--- config.mk ---
export PLATFORM = sky130hd
export DESIGN_NAME = peripheral_seg7_scan_flat
export DESIGN_NICKNAME = d
export VERILOG_FILES = /design/src/rtl/peripheral_seg7_scan_if.sv /design/src/rtl/peripheral_seg7_scan.sv /design/src/flat_wrapper.sv
export SDC_FILE = /design/constraint.sdc
export NUM_CORES = 1
export LEC_CHECK = 0
export BUFFER_PORTS_ARGS = -buffer_cell sky130_fd_sc_hd__buf_2
export CORE_ASPECT_RATIO = 0.75
export CORE_MARGIN = 1.5
export CORE_UTILIZATION = 57
export DETAILED_ROUTE_END_ITERATION = 16
export PLACE_DENSITY_LB_ADDON = 0.1
export SETUP_SLACK_MARGIN = 0.5
export SLEW_MARGIN = 10
export SYNTH_ARGS = -nofsm -noshare
export SYNTH_HDL_FRONTEND = slang
export SYNTH_SLANG_ARGS = --single-unit
export TNS_END_PERCENT = 30
--- constraint.sdc ---
create_clock -name clk -period 2.3 [get_ports clk]
set_clock_uncertainty 0.2 [all_clocks]
set_input_delay 0.115 -clock clk [delete_from_list [all_inputs] [get_ports clk]]
set_output_delay 0.115 -clock clk [all_outputs]
set_load 0.02 [all_outputs]
--- src/rtl/peripheral_seg7_scan_if.sv ---
// Frame-write handshake between a digit decoder and the 7-segment scanner.
// The master offers a full frame of active-low gfedcba patterns; the slave raises ready when free.
interface peripheral_seg7_scan_if #(
  parameter int unsigned N_DIGITS = 4
) ();
  logic                  wr_valid;
  logic                  wr_ready;
  logic [7*N_DIGITS-1:0] wr_frame;

  modport master (
    output wr_valid,
    output wr_frame,
    input  wr_ready
  );

  modport slave (
    input  wr_valid,
    input  wr_frame,
    output wr_ready
  );
endinterface

--- src/rtl/peripheral_seg7_scan.sv ---
// Multiplexed 7-segment scanner with a double-buffered frame and a per-slot dead-time guard.
// A written frame waits in the shadow buffer until the next frame boundary, so a scan never tears.
module peripheral_seg7_scan #(
  parameter int unsigned N_DIGITS    = 4,
  parameter int unsigned REFRESH_DIV = 50000,
  parameter int unsigned GUARD_CYC   = 500
) (
  input  logic                        clk,
  input  logic                        reset_n,
  input  logic                        enable,
  peripheral_seg7_scan_if.slave       wr,
  input  logic [N_DIGITS-1:0]         blank_mask,
  output logic [6:0]                  SEG,
  output logic [N_DIGITS-1:0]         AN,
  output logic [$clog2(N_DIGITS)-1:0] digit_idx,
  output logic                        frame_sync
);

  localparam int unsigned CntW = $clog2(REFRESH_DIV);
  localparam int unsigned IdxW = $clog2(N_DIGITS);

  typedef enum logic {StGuard, StDrive} slot_e;

  logic [CntW-1:0]              cnt_q, cnt_d;
  logic [IdxW-1:0]              idx_q, idx_d;
  logic [N_DIGITS-1:0][6:0]     shadow_q, shadow_d;
  logic [N_DIGITS-1:0][6:0]     active_q, active_d;
  logic                         pending_q, pending_d;
  logic                         en_q, en_d;
  logic [6:0]                   seg_q, seg_d;
  logic [N_DIGITS-1:0]          an_q, an_d;
  logic                         sync_q, sync_d;

  slot_e slot;
  logic  slot_last;
  logic  wrap;
  logic  boundary;

  assign slot      = (cnt_q < CntW'(GUARD_CYC)) ? StGuard : StDrive;
  assign slot_last = (cnt_q == CntW'(REFRESH_DIV - 1));
  assign wrap      = slot_last && (idx_q == IdxW'(N_DIGITS - 1));
  // A boundary is either the wrap back to digit 0 or the first enabled cycle after a dark period.
  assign boundary  = enable && (!en_q || wrap);

  always_comb begin
    cnt_d     = cnt_q;
    idx_d     = idx_q;
    shadow_d  = shadow_q;
    active_d  = active_q;
    pending_d = pending_q;
    en_d      = enable;
    seg_d     = 7'h7F;
    an_d      = '1;
    sync_d    = 1'b0;

    // Acceptance needs pending clear and commit needs it set, so both can never hit in one cycle.
    if (wr.wr_valid && !pending_q) begin
      shadow_d  = wr.wr_frame;
      pending_d = 1'b1;
    end

    if (boundary) begin
      sync_d = 1'b1;
      if (pending_q) begin
        active_d  = shadow_q;
        pending_d = 1'b0;
      end
    end

    if (enable) begin
      if (slot_last) begin
        cnt_d = '0;
        idx_d = (idx_q == IdxW'(N_DIGITS - 1)) ? '0 : idx_q + IdxW'(1);
      end else begin
        cnt_d = cnt_q + CntW'(1);
      end

      if (slot == StDrive) begin
        an_d[idx_q] = 1'b0;
        seg_d       = blank_mask[idx_q] ? 7'h7F : active_q[idx_q];
      end
    end else begin
      cnt_d = '0;
      idx_d = '0;
    end
  end

  always_ff @(posedge clk or negedge reset_n) begin
    if (!reset_n) begin
      cnt_q     <= '0;
      idx_q     <= '0;
      shadow_q  <= '1;
      active_q  <= '1;
      pending_q <= 1'b0;
      en_q      <= 1'b0;
      seg_q     <= 7'h7F;
      an_q      <= '1;
      sync_q    <= 1'b0;
    end else begin
      cnt_q     <= cnt_d;
      idx_q     <= idx_d;
      shadow_q  <= shadow_d;
      active_q  <= active_d;
      pending_q <= pending_d;
      en_q      <= en_d;
      seg_q     <= seg_d;
      an_q      <= an_d;
      sync_q    <= sync_d;
    end
  end

  assign wr.wr_ready = ~pending_q;
  assign SEG         = seg_q;
  assign AN          = an_q;
  assign digit_idx   = idx_q;
  assign frame_sync  = sync_q;

endmodule
--- src/flat_wrapper.sv ---
// flat-port wrapper written by rule: the top's interface ports become plain ports
module peripheral_seg7_scan_flat 
#(
  parameter int unsigned N_DIGITS    = 4,
  parameter int unsigned REFRESH_DIV = 50000,
  parameter int unsigned GUARD_CYC   = 500
)
  (clk, reset_n, enable, blank_mask, SEG, AN, digit_idx, frame_sync, wr_wr_valid, wr_wr_frame, wr_wr_ready);
  peripheral_seg7_scan_if #(.N_DIGITS(N_DIGITS)) wr_i ();
  input  logic clk;
  input  logic reset_n;
  input  logic enable;
  input  logic [N_DIGITS-1:0] blank_mask;
  output logic [6:0] SEG;
  output logic [N_DIGITS-1:0] AN;
  output logic [$clog2(N_DIGITS)-1:0] digit_idx;
  output logic frame_sync;
  input wire logic [$bits(wr_i.wr_valid)-1:0] wr_wr_valid;
  input wire logic [$bits(wr_i.wr_frame)-1:0] wr_wr_frame;
  output wire logic [$bits(wr_i.wr_ready)-1:0] wr_wr_ready;
  assign wr_i.wr_valid = wr_wr_valid;
  assign wr_i.wr_frame = wr_wr_frame;
  assign wr_wr_ready = wr_i.wr_ready;
  peripheral_seg7_scan #(.N_DIGITS(N_DIGITS), .REFRESH_DIV(REFRESH_DIV), .GUARD_CYC(GUARD_CYC)) u_core (.clk(clk), .reset_n(reset_n), .enable(enable), .wr(wr_i), .blank_mask(blank_mask), .SEG(SEG), .AN(AN), .digit_idx(digit_idx), .frame_sync(frame_sync));
endmodule
======== Word level (Yosys, flattened, before mapping) ========
Cells that the tools add are included.
operators by class
  add/sub/neg operators ................... 2
  multipliers ............................. 0
  div/mod/pow operators ................... 0
  magnitude comparators ................... 3
  equality and inequality tests ........... 3
  shifts and indexed selects .............. 0
  mux-type cells .......................... 20
  bitwise gates (word level) .............. 2
  reduce and logical (&&, ||, !) cells .... 8
operators by type and width
  cell                     count
  $mux W16                 2
  $mux W7                  4
  $add A16 B1 Y16 const B  1
  $eq A16 B16 Y1 const B   1
  $lt A16 B9 Y1 const B    1
  $bmux W7 S2              1
  $mux W4                  2
  $mux W1                  6
  $mux W2                  3
  $logic_and A1 B1 Y1      4
  $not A4 Y4               1
  $lt A2 B3 Y1 const B     1
  $add A2 B1 Y2 const B    1
  $bmux W1 S2              1
  $demux W1 S2             1
  $eq A2 B2 Y1 const B     1
  $ge A2 B1 Y1 const B     1
  $logic_not A1 Y1         2
  $ne A2 B1 Y1 const B     1
  $reduce_and A2 Y1        1
  $logic_or A1 B1 Y1       1
  $not A1 Y1               1
storage, ports and cells
  bits in registers ....................... 88
  latch bits .............................. 0
  bits in writable memories ............... 0
  ROM bits ................................ 0
  input bits .............................. 36
  word-level logic and storage cells ...... 53
  memories kept ........................... 0

======== Longest topological paths before layout ========
Gate-level depths: netlist of run 1.
  depth after elaboration ................. 7
  depth in mapped cells ................... 7
  mapped depth without buffers ............ 5

======== Worst setup path before layout of run 1 ========
No wires, ideal clock.
  path type ............................... register to register
  start ................................... reg u_core.cnt_q[0]
  end ..................................... reg u_core.active_q[13] in the netlist's numbering
  setup time .............................. 0.082 ns
  arrival time ............................ 1.695 ns
  path slack .............................. 0.322 ns
  stages on the path, launching flop included .. 8
  path buffers ............................ 2
  cells stage by stage .................... dfrtp_1 > ha_1 > and3_1 > nand4_4 > o22ai_2 > buf_6 > buf_12 > mux2_4
between the ends
  longest elaborated chain between the ends .. 5
ends and longest elaborated chain
  item                         line                         RTL
  from (decl)                  peripheral_seg7_scan.sv:24   logic [CntW-1:0] cnt_q, cnt_d;
  from (signal assigned)       peripheral_seg7_scan.sv:100  cnt_q <= cnt_d;
  $eq A16 B16 Y1               peripheral_seg7_scan.sv:40   assign slot_last = (cnt_q == CntW'(REFRESH_DIV - 1));
  $logic_and A1 B1 Y1          peripheral_seg7_scan.sv:41   assign wrap = slot_last && (idx_q == IdxW'(N_DIGITS - 1));
  $logic_or A1 B1 Y1           peripheral_seg7_scan.sv:43   assign boundary = enable && (!en_q || wrap);
  $logic_and A1 B1 Y1          peripheral_seg7_scan.sv:43
  $reduce_and A2 Y1 (no line)  -
  to (signal assigned)         peripheral_seg7_scan.sv:103  active_q <= active_d;
  to (decl)                    peripheral_seg7_scan.sv:27   logic [N_DIGITS-1:0][6:0] active_q, active_d;
No other way between the ends.
A chain may end at the register's enable or synchronous reset.

======== Worst setup path in the final report of run 1 ========
  start ................................... reg u_core.cnt_q[0]
  end ..................................... reg u_core.active_q[26] in the netlist's numbering
The elaborated chain is that of the path after synthesis.

==> impl_metrics.yaml, run 1 <==
outcome:
  status: "completed"
power_and_ir_drop:
  power_leakage_uw: 0.00205
  cellPowerDensity_mw_per_mm2: 851
  fin_total_pwr_uw: 4230
  max-vdd-ir-drop_uv: 467
timing:
  setup_total_negative_slack_ns: 0
  holdWs_ns: 0.107
  tightest_slew_ns: 0.604
  max_freq_ghz: 0.504
  max-slew-margin-rel: 0.597
  layout_setup_ws_ns: 0.316
  min_period_over_period: 0.863
  fin_crit_ns: 1.98
  rsz0062_at_grt: "yes"
  final_hold_viol_count: 0
  timing.final.setup_violations: 0
  finalMaxSlewViolations: 0
clock_tree:
  clk_root_buffer_cell: "clkbuf_8"
  maximum_clock_insertion_buffer_count: 2
  worstSkewPairLatency_ns: 0.36
  worst_setup_hold_path_clk_slew_ns: 0.09
  htree_levels: 3
  cts_buffers: 9
  clock_tree_from_tritoncts: "done"
  cts.sink_count: 88
yosys:
  synth.top_cells.by_area: "dfstp_2, mux2_2, dfrtp_1"
  primary_ff_master_synth: "dfstp_2"
  netlist.area_leader.share: 0.460
  synth.avg_cell_area_um2: 14.0
  post_synth_inst_count: 274
  synth-seq-area-share: 0.598
  synth_async_sr_flop_share: 1.00
  syn-cell-area_mm2: 0.00382
  postSynthRegisterBits: 88
  synth.lib_cells_used.distinct: 38
  syn-num-nets: 315
  synth-edff-count: 0
  yosysWarningCount: 0
  synth_top_cell_by_area: "dfstp_2"
worst_setup_path:
  worst_r2r_startpoint: "u_core.cnt_q[0]$_DFF_PN0_"
  critical_path_arrival_ns: 2.07
  regToRegEndpoint: "u_core.active_q[26]$_DFFE_PN1P_"
  critical_path.startpoint_type: "register"
  worstSetupEndpointType: "register"
  worst_r2r_path_depth: 7
  max_fo_critical_path: 7
  timing.setup.critical_path_class: "reg -> reg"
  timing.critical_path.required_ns: 2.39
  rrSetupSlack_ns: 0.32
floorplanning:
  fp-row-count: 25
  design.die.area_mm2: 0.00721
  die_width_um: 97.6
  core-area_mm2: 0.00638
  height_of_the_die_um: 73.9
  num_io_pins: 51
  starting_density_of_the_core: 0.599
detailed_routing:
  drt_pre_antenna_iters: 4
  initialDrtViolationCount: 118
  postRouteWirelength_um: 8190
  route.detailed.wl_per_inst_um: 17.8
  drc: 0
  vias_per_cell: 5.47
  via_count: 2514
  postRouteAntennaNets: 0
cells_and_area:
  area_growth_syn_to_layout_pct: 30.0
  final_layout_size_suffix_gt1_frac: 0.602
  most_frequent_cells_in_the_layout: "dfstp_2, buf_2, dlygate4sd3_1"
  n_antenna_cell: 0
  finish.net_count: 415
  final_common_cell: "dfstp_2"
  fillers: 381
global_route:
  antenna_violations_before_repair: 0
  grt_usage: 0.242
  maximum_number_of_pins_on_one_net_before_global_route_repair: 49
  grt-ovfl-total: 0
  grt_pass1_vias: 2584
  wire_length_of_the_first_global_routing_pass_um: 13100
placed_design:
  post-place-ws_ns: 0.227
  finalWeightedCongestion: 0.884
  detailed_place_hpwl_um: 4790
  port_buffers: 50
worst_hold_path:
  hold_path.class: "in -> async"
job:
  maxCapViolations: 0
synthesized netlist by cell type (all sizes together) (2+ instances only):
cell type	instances
buf	8
nor2b	2
nor3	4
nand2b	2
inv	7
o211ai	7
ha	5
clkbuf	6
nor4	5
nand2	9
mux2	56
nand4	6
dfrtp	21
o221ai	7
and3	4
xnor2	12
xor2	2
nand3	5
dfstp	67
and2	2
or2	2
o22ai	8
nor2	20
logic make-up (layout without fill, tap and decap cells):
| family | count (synthesis) | count (layout) | synth area share |
|---|---|---|---|
| AND/OR/NAND/NOR | 64 | 64 | 0.0959 |
| buffers and inverters | 21 | 126 | 0.0314 |
| XOR/XNOR | 14 | 14 | 0.0321 |
| multiplexers | 57 | 57 | 0.176 |
| adder cells (fa/ha/maj) | 5 | 5 | 0.0164 |
| flip-flops | 88 | 88 | 0.598 |
| AO/OA/AOI/OAI | 25 | 25 | 0.0501 |
layout make-up:
type	instances	area, µm²	share of cell area
clock inverter	6	62.6	0.0126
sequential	88	2290	0.462
multi-input combinational	165	1510	0.305
inverter	7	26.3	0.00529
tap	81	101	0.0204
timing repair buffer	103	823	0.166
clock buffer	10	149	0.0300
sequential cells by signal (all words and copies together) (netlist names):
register,count
u_core.pending_q,1
u_core.SEG,7
u_core.cnt_q,16
u_core.en_q,1
u_core.frame_sync,1
u_core.active_q,28
u_core.shadow_q,28
u_core.digit_idx,2
u_core.AN,4
critical path, stage by stage (launching register included):
cell and delay (ns):
dfrtp_1 0.39, ha_2 0.21, and3_4 0.23, nand4_4 0.13
o22ai_4 0.15, buf_12 0.16, clkbuf_16 0.16, mux2_4 0.30
worst max path at each step:
stage                                     from                               to  slack [ns]
global route         u_core.cnt_q[0]$_DFF_PN0_  u_core.active_q[20]$_DFFE_PN1P_        0.27
finish               u_core.cnt_q[0]$_DFF_PN0_  u_core.active_q[26]$_DFFE_PN1P_        0.32
CTS                 u_core.cnt_q[11]$_DFF_PN0_  u_core.active_q[11]$_DFFE_PN1P_        0.30
detailed placement   u_core.cnt_q[0]$_DFF_PN0_  u_core.active_q[18]$_DFFE_PN1P_        0.23
global placement     u_core.cnt_q[0]$_DFF_PN0_   u_core.active_q[7]$_DFFE_PN1P_        0.28
floorplan            u_core.cnt_q[4]$_DFF_PN0_  u_core.active_q[13]$_DFFE_PN1P_        0.37
layer usage:
metal,vias up,wire length [µm],GRT usage
met5,-,0,0
met4,0,101,0.0905
met3,10,524,0.0526
met2,89,3750,0.378
met1,1237,3810,0.340
li1,1178,-,-
through the flow:
step | area, µm² | std cells | util
final | 4970 | 460 | 0.779
after global routing | 4970 | 460 | 0.779
after CTS | 4890 | 456 | 0.767
after detailed placement | 4180 | 399 | 0.655
after global placement | 4180 | 399 | 0.655
after floorplan | 3830 | 274 | -
report_power, final:
| part | internal [µW] | switching [µW] |
|---|---|---|
| registers | 2150 | 232 |
| clock network | 570 | 549 |
| logic | 502 | 232 |
| total | 3220 | 1010 |
what timing repair did:
action,CTS,global route
hold buffers,31,0
hold endpoints to repair,81,0
cloned,2,1
pin swaps,3,4
endpoints found under the setup margin,56,56
setup buffers,8,3
gates resized for setup,22,10
(Power assumes the default switching activity.)
==> run 2: changes to the inputs <==
--- a/config.mk
+++ b/config.mk
@@ -5,6 +5,7 @@
 export SDC_FILE = /design/constraint.sdc
 export NUM_CORES = 1
 export LEC_CHECK = 0
+export ABC_AREA = 1
 export BUFFER_PORTS_ARGS = -buffer_cell sky130_fd_sc_hd__buf_2
 export CORE_ASPECT_RATIO = 0.75
 export CORE_MARGIN = 1.5
==> run 2 against run 1 <==
Utilization decreased by 6.2 points; final cell count is 26% higher; critical path depth rose by 1; combinational power is 32% higher; routed wire length is 3.4% higher; power is 6.8% higher; fmax grew 15%; via count increased by 22%; synthesized cell count increased by 47%; first-iteration DRC count is 130% higher; critical endpoint is now u_core.cnt_q[11]$_DFF_PN0_; largest cell class unchanged.
==> impl_metrics.yaml, run 2 <==
yosys:
  synth-edff-count: 0
  syn-num-nets: 443
  post_synth_inst_count: 402
  yosysWarningCount: 0
  synth.top_cells.by_area: "dfstp_2, dfrtp_1, nand2_1"
  yosys-top-cells-count: "nand2_1, dfstp_2, nor2_1"
  synth_top_cell_by_area: "dfstp_2"
  postSynthRegisterBits: 88
  syn-cell-area_mm2: 0.00394
  synth_async_sr_flop_share: 1.00
  synthMostInstantiatedCell: "nand2_1"
  synth.avg_cell_area_um2: 9.81
  netlist.area_leader.share: 0.447
  synth.lib_cells_used.distinct: 30
  primary_ff_master_synth: "dfstp_2"
  synth-seq-area-share: 0.580
worst_setup_path:
  crit_path_cell_trace: "ha_2 > nand3_1 > nor2_2 > nand2_1 > nand2_4 > clkinvlp_4 > o21ai_1 > nor2_1"
  worstSetupEndpointType: "register"
  timing.critical_path.required_ns: 2.35
  critical_path_arrival_ns: 1.78
  critical_path.startpoint_type: "register"
  critical_path.top_delay_family: "simple AND/OR/NAND/NOR gates"
  max_fo_critical_path: 7
  critPathBufInv: 1
  crit_slowest_cell: "dfrtp_1"
  worst_path_largest_cell_delay_ns: 0.37
  timing.setup.critical_path_class: "reg -> reg"
clock_tree:
  worst_setup_hold_path_clk_slew_ns: 0.09
  clk_root_buffer_cell: "clkbuf_8"
  worstSkewPairLatency_ns: 0.36
  htree_levels: 3
  cts_buffers: 9
  cts.sink_count: 88
  clock_tree_from_tritoncts: "done"
  maximum_clock_insertion_buffer_count: 2
power_and_ir_drop:
  power_leakage_uw: 0.00218
  fin_total_pwr_uw: 4520
  max-vdd-ir-drop_uv: 541
  cellPowerDensity_mw_per_mm2: 932
timing:
  rsz0062_at_grt: "no"
  timing.final.setup_violations: 0
  max-slew-margin-rel: 0.716
  layout_setup_ws_ns: 0.572
  max_freq_ghz: 0.579
  finalMaxSlewViolations: 0
  min_period_over_period: 0.751
  setup_total_negative_slack_ns: 0
  tightest_slew_ns: 0.426
  final_hold_viol_count: 0
  fin_crit_ns: 1.73
cells_and_area:
  top_regs: "u_core.active_q (28), u_core.shadow_q (28), u_core.cnt_q (16)"
  design_area_mm2: 0.00485
  most_frequent_cells_in_the_layout: "nand2_1, dfstp_2, nor2_1"
  area_growth_syn_to_layout_pct: 23.0
  final_layout_size_suffix_gt1_frac: 0.389
  final_common_cell: "nand2_1"
  final_cells: 580
  n_antenna_cell: 0
  finish.net_count: 532
global_route:
  grt-ovfl-total: 0
  grt_pass1_vias: 2942
  maximum_number_of_pins_on_one_net_before_global_route_repair: 56
  antenna_violations_before_repair: 0
  grt_usage: 0.241
  wire_length_of_the_first_global_routing_pass_um: 13700
floorplanning:
  num_io_pins: 51
  die_width_um: 99.0
  height_of_the_die_um: 75.0
  fp-row-count: 26
  core-area_mm2: 0.00677
  starting_density_of_the_core: 0.583
  design.die.area_mm2: 0.00743
detailed_routing:
  via_count: 3070
  postRouteWirelength_um: 8470
  postRouteAntennaNets: 0
  route.detailed.wl_per_inst_um: 14.6
  vias_per_cell: 5.29
  drt_pre_antenna_iters: 6
  drc: 0
  initialDrtViolationCount: 275
placed_design:
  placement.cell_area_mm2: 0.00426
  post-place-ws_ns: 0.403
  detailed_place_hpwl_um: 5600
  port_buffers: 50
  finalWeightedCongestion: 0.881
  place.detailed.instances: 527
outcome:
  status: "completed"
worst_hold_path:
  hold_path.class: "in -> async"
job:
  maxCapViolations: 0
## run 2: changes by cell type after synthesis, sizes merged, moves of 11 or more
cell and delta:
nand2 +91, nor2 +36, inv +15, nand3 +31, o21ai +21, mux2 -28
xnor2 -11
## run 2: worst reg2reg max path, cell delays in order (launching register included)
cell        delay (ns)
dfrtp_1           0.37
ha_2              0.20
nand3_1           0.12
nor2_2            0.14
nand2_1           0.11
nand2_4           0.14
clkinvlp_4        0.18
o21ai_1           0.11
nor2_1            0.06
## run 2: area by class of cell
class                   count  area [µm²]
inverters                  23        97.6
flip-flops and latches     88        2290
repair buffers             94         691
clock inverters             5        37.5
multi-input cells         275        1480
fillers                   516        1920
well taps                  84         105
clock buffers              11         151
## run 2: kinds of logic after synthesis
group,Yosys count,synth area share
AO/OA/AOI/OAI,35,0.0492
XOR/XNOR,5,0.0111
adder cells (fa/ha/maj),5,0.0159
buffers and inverters,39,0.0486
flip-flops,88,0.580
multiplexers,28,0.0800
AND/OR/NAND/NOR,202,0.215
## run 2: final timing paths
check | end | start | slack, ns | cells after the start
max in group asynchronous | u_core.active_q[7]$_DFFE_PN1P_ | reset_n | 1.18 | 3
min in group clk | u_core.pending_q$_DFF_PN0_ | wr_wr_valid | 0.07 | 4
min | u_core.frame_sync$_DFF_PN0_ | reset_n | 0.03 | 2
min reg2reg | u_core.active_q[16]$_DFFE_PN1P_ | u_core.active_q[16]$_DFFE_PN1P_ | 0.27 | 2
max | u_core.cnt_q[11]$_DFF_PN0_ | u_core.cnt_q[0]$_DFF_PN0_ | 0.57 | 8
max reg2reg | u_core.cnt_q[11]$_DFF_PN0_ | u_core.cnt_q[0]$_DFF_PN0_ | 0.57 | 8
## run 2: repair_timing
action                                  in CTS  in global routing
hold endpoints to repair                    84                  0
resized for setup                            2                 12
endpoints found under the setup margin      29                 43
pin swaps                                    0                  2
setup buffers                                0                  7
hold buffers                                30                  0
## run 2: metal layers
layer / vias to the layer above / wire length (µm) / track usage / part of all wire
met4: 0 / 99 / 0.0667 / 0.012
met5: - / 0 / 0 / 0
met2: 130 / 3670 / 0.362 / 0.43
li1: 1483 / - / - / -
met1: 1441 / 4070 / 0.351 / 0.48
met3: 16 / 624 / 0.0669 / 0.074
## run 2: where the power goes
| part | internal, µW | switching (µW) |
|---|---|---|
| Combinational | 454 | 514 |
| Clock | 458 | 553 |
| Sequential | 2280 | 263 |
## run 2: metrics by stage
step,hold slack [ns],util
after floorplan,-0.381,-
after global placement,-0.125,0.630
after detailed placement,-0.115,0.630
after CTS,0.0313,0.703
after global routing,0.0656,0.717
final,0.0345,0.717
==> run 3: changes to the inputs <==
--- a/config.mk
+++ b/config.mk
@@ -9,7 +9,7 @@
 export BUFFER_PORTS_ARGS = -buffer_cell sky130_fd_sc_hd__buf_2
 export CORE_ASPECT_RATIO = 0.75
 export CORE_MARGIN = 1.5
-export CORE_UTILIZATION = 57
+export CORE_UTILIZATION = 52
 export DETAILED_ROUTE_END_ITERATION = 16
 export PLACE_DENSITY_LB_ADDON = 0.1
 export SETUP_SLACK_MARGIN = 0.5
==> constraint.sdc (replaced) <==
create_clock -name clk -period 1.5 [get_ports clk]
set_clock_uncertainty 0.2 [all_clocks]
set_input_delay 0.075 -clock clk [delete_from_list [all_inputs] [get_ports clk]]
set_output_delay 0.075 -clock clk [all_outputs]
set_load 0.02 [all_outputs]
==> run 3 against run 2 <==
The flow now finishes with violations (hold timing, setup timing); die area increased by 9.3%; final cell count rose by 8.4%; register-to-register slack lost 0.74 ns; flip-flop and latch count stayed put; hold slack got worse by 0.10 ns; critical path type unchanged; largest cell class unchanged.
==> impl_metrics.yaml, run 3 (synthesis results as in run 2) <==
timing:
  fin_crit_ns: 1.67
  max-slew-margin-rel: 0.703
  final_hold_viol_count: 1
  holdWs_ns: -0.0651
  rsz0062_at_grt: "yes"
  min_period_over_period: 1.11
  timing.final.setup_violations: 48
  finalMaxSlewViolations: 0
  tightest_slew_ns: 0.446
  setup_total_negative_slack_ns: -4.72
  max_freq_ghz: 0.598
  layout_setup_ws_ns: -0.172
detailed_routing:
  initialDrtViolationCount: 220
  vias_per_cell: 5.11
  route.detailed.wl_per_inst_um: 14.9
  drc: 0
  postRouteAntennaNets: 0
  drt_pre_antenna_iters: 5
  via_count: 3217
  postRouteWirelength_um: 9370
floorplanning:
  num_io_pins: 51
  die_width_um: 104
  height_of_the_die_um: 78.4
  design.die.area_mm2: 0.00812
  core-area_mm2: 0.00733
  fp-row-count: 27
  starting_density_of_the_core: 0.538
worst_setup_path:
  rrSetupSlack_ns: -0.17
  critical_path_arrival_ns: 1.78
  max_fo_critical_path: 11
  path_common_cell: "nand2_1"
  timing.critical_path.required_ns: 1.60
  crit_slowest_cell: "dfrtp_2"
  worstSetupEndpointType: "register"
  critical_path.startpoint_type: "register"
  worst_path_largest_cell_delay_ns: 0.45
  timing.setup.critical_path_class: "reg -> reg"
  crit_path_cell_trace: "nor2_1 > nand2_1 > nor2_2 > nand3_4 > nand2_8 > clkbuf_16 > nand3_1 > nand2_1"
cells_and_area:
  final_layout_size_suffix_gt1_frac: 0.491
  top_regs: "u_core.active_q (28), u_core.shadow_q (28), u_core.cnt_q (16)"
  design_area_mm2: 0.00558
  most_frequent_cells_in_the_layout: "nand2_1, dfstp_2, nor2_1"
  n_antenna_cell: 0
  finish.net_count: 564
  area_growth_syn_to_layout_pct: 41.5
  final_common_cell: "nand2_1"
clock_tree:
  clock_tree_from_tritoncts: "done"
  worstSkewPairLatency_ns: 0.36
  maximum_clock_insertion_buffer_count: 2
  htree_levels: 3
  cts.sink_count: 88
  clk_root_buffer_cell: "clkbuf_8"
  hold_buffer_count_at_cts: 30
  cts_buffers: 9
  worst_setup_hold_path_clk_slew_ns: 0.09
power_and_ir_drop:
  power_leakage_uw: 0.00248
  cellPowerDensity_mw_per_mm2: 1370
  max-vdd-ir-drop_uv: 905
global_route:
  grt-ovfl-total: 0
  busiest_layer: "met2"
  antenna_violations_before_repair: 0
  grt_usage: 0.234
  grt_util_met3: 0.0590
  grt_pass1_vias: 3034
  wire_length_of_the_first_global_routing_pass_um: 14700
  groute.layer.met1.usage: 0.336
  maximum_number_of_pins_on_one_net_before_global_route_repair: 89
  gr-usage-met2: 0.357
placed_design:
  detailed_place_hpwl_um: 5640
  post-place-ws_ns: -0.162
  port_buffers: 50
  finalWeightedCongestion: 0.895
  placement.cell_area_mm2: 0.00461
job:
  maxCapViolations: 0
outcome:
  status: "complete, but fails checks"
  violated_checks: "hold timing, setup timing"
worst_hold_path:
  hold_path.class: "in -> reg"
==> run 3: cell types whose count changed in the layout (fill, tap and decap cells not counted), moves of 8 or more <==
cell     delta
buf_2      -15
nand2_1    -11
nand2_2    +11
buf_6      +22
buf_4      +19
nand3_1     -8
==> run 3: timing repair <==
action,in CTS,in global routing
pin swaps,7,28
gates resized for setup,61,38
endpoints found under the setup margin,102,102
gates cloned,1,3
buffers inserted,0,3
endpoints found under the hold margin,135,1
==> run 3: report_power, final <==
part,internal [µW],switching (µW),total (µW)
clock,1210,829,2040
sequential,3500,439,3940
combinational,824,864,1690
==> run 3: per-layer routing <==
| layer | up-vias | wire length [µm] |
|---|---|---|
| li1 | 1545 | - |
| met5 | - | 0 |
| met1 | 1540 | 4470 |
| met3 | 10 | 539 |
| met2 | 122 | 4290 |
| met4 | 0 | 78 |
==> run 3: final timing paths <==
check / startpoint / to / cells past startpoint
max: u_core.cnt_q[4]$_DFF_PN0_ / u_core.active_q[25]$_DFFE_PN1P_ / 8
min reg2reg: u_core.active_q[26]$_DFFE_PN1P_ / u_core.active_q[26]$_DFFE_PN1P_ / 2
max reg2reg: u_core.cnt_q[4]$_DFF_PN0_ / u_core.active_q[25]$_DFFE_PN1P_ / 8
min in group asynchronous: reset_n / u_core.cnt_q[7]$_DFF_PN0_ / 3
max in group asynchronous: reset_n / u_core.shadow_q[25]$_DFFE_PN1P_ / 3
min: wr_wr_valid / u_core.pending_q$_DFF_PN0_ / 4
==> run 3: cell type report <==
class,instances,area (µm²)
Tap cell,101,126
Fill cell,505,1750
Timing Repair Buffer,125,1120
Clock inverter,4,98.8
Sequential cell,88,2290
Clock buffer,12,156
Inverter,23,103
Multi-Input combinational cell,276,1690
==> run 3: through the flow <==
stage / cells / total power (µW) / util / hold slack (ns)
2_1_floorplan: 402 / 4850 / - / -0.421
3_3_place_gp: 576 / 5330 / 0.628 / -0.0565
3_5_place_dp: 576 / 5400 / 0.628 / -0.0554
4_1_cts: 623 / 7610 / 0.730 / -0.0708
5_1_grt: 629 / 8080 / 0.761 / -0.0667
6_report: 629 / 7670 / 0.761 / -0.0651
==> run 3: critical path: cells and delay by family (launching register included) <==
family | cells | cell delay, ns
and+or+nand+nor | 7 | 0.78
DFF | 1 | 0.45
buffers and inverters | 1 | 0.18
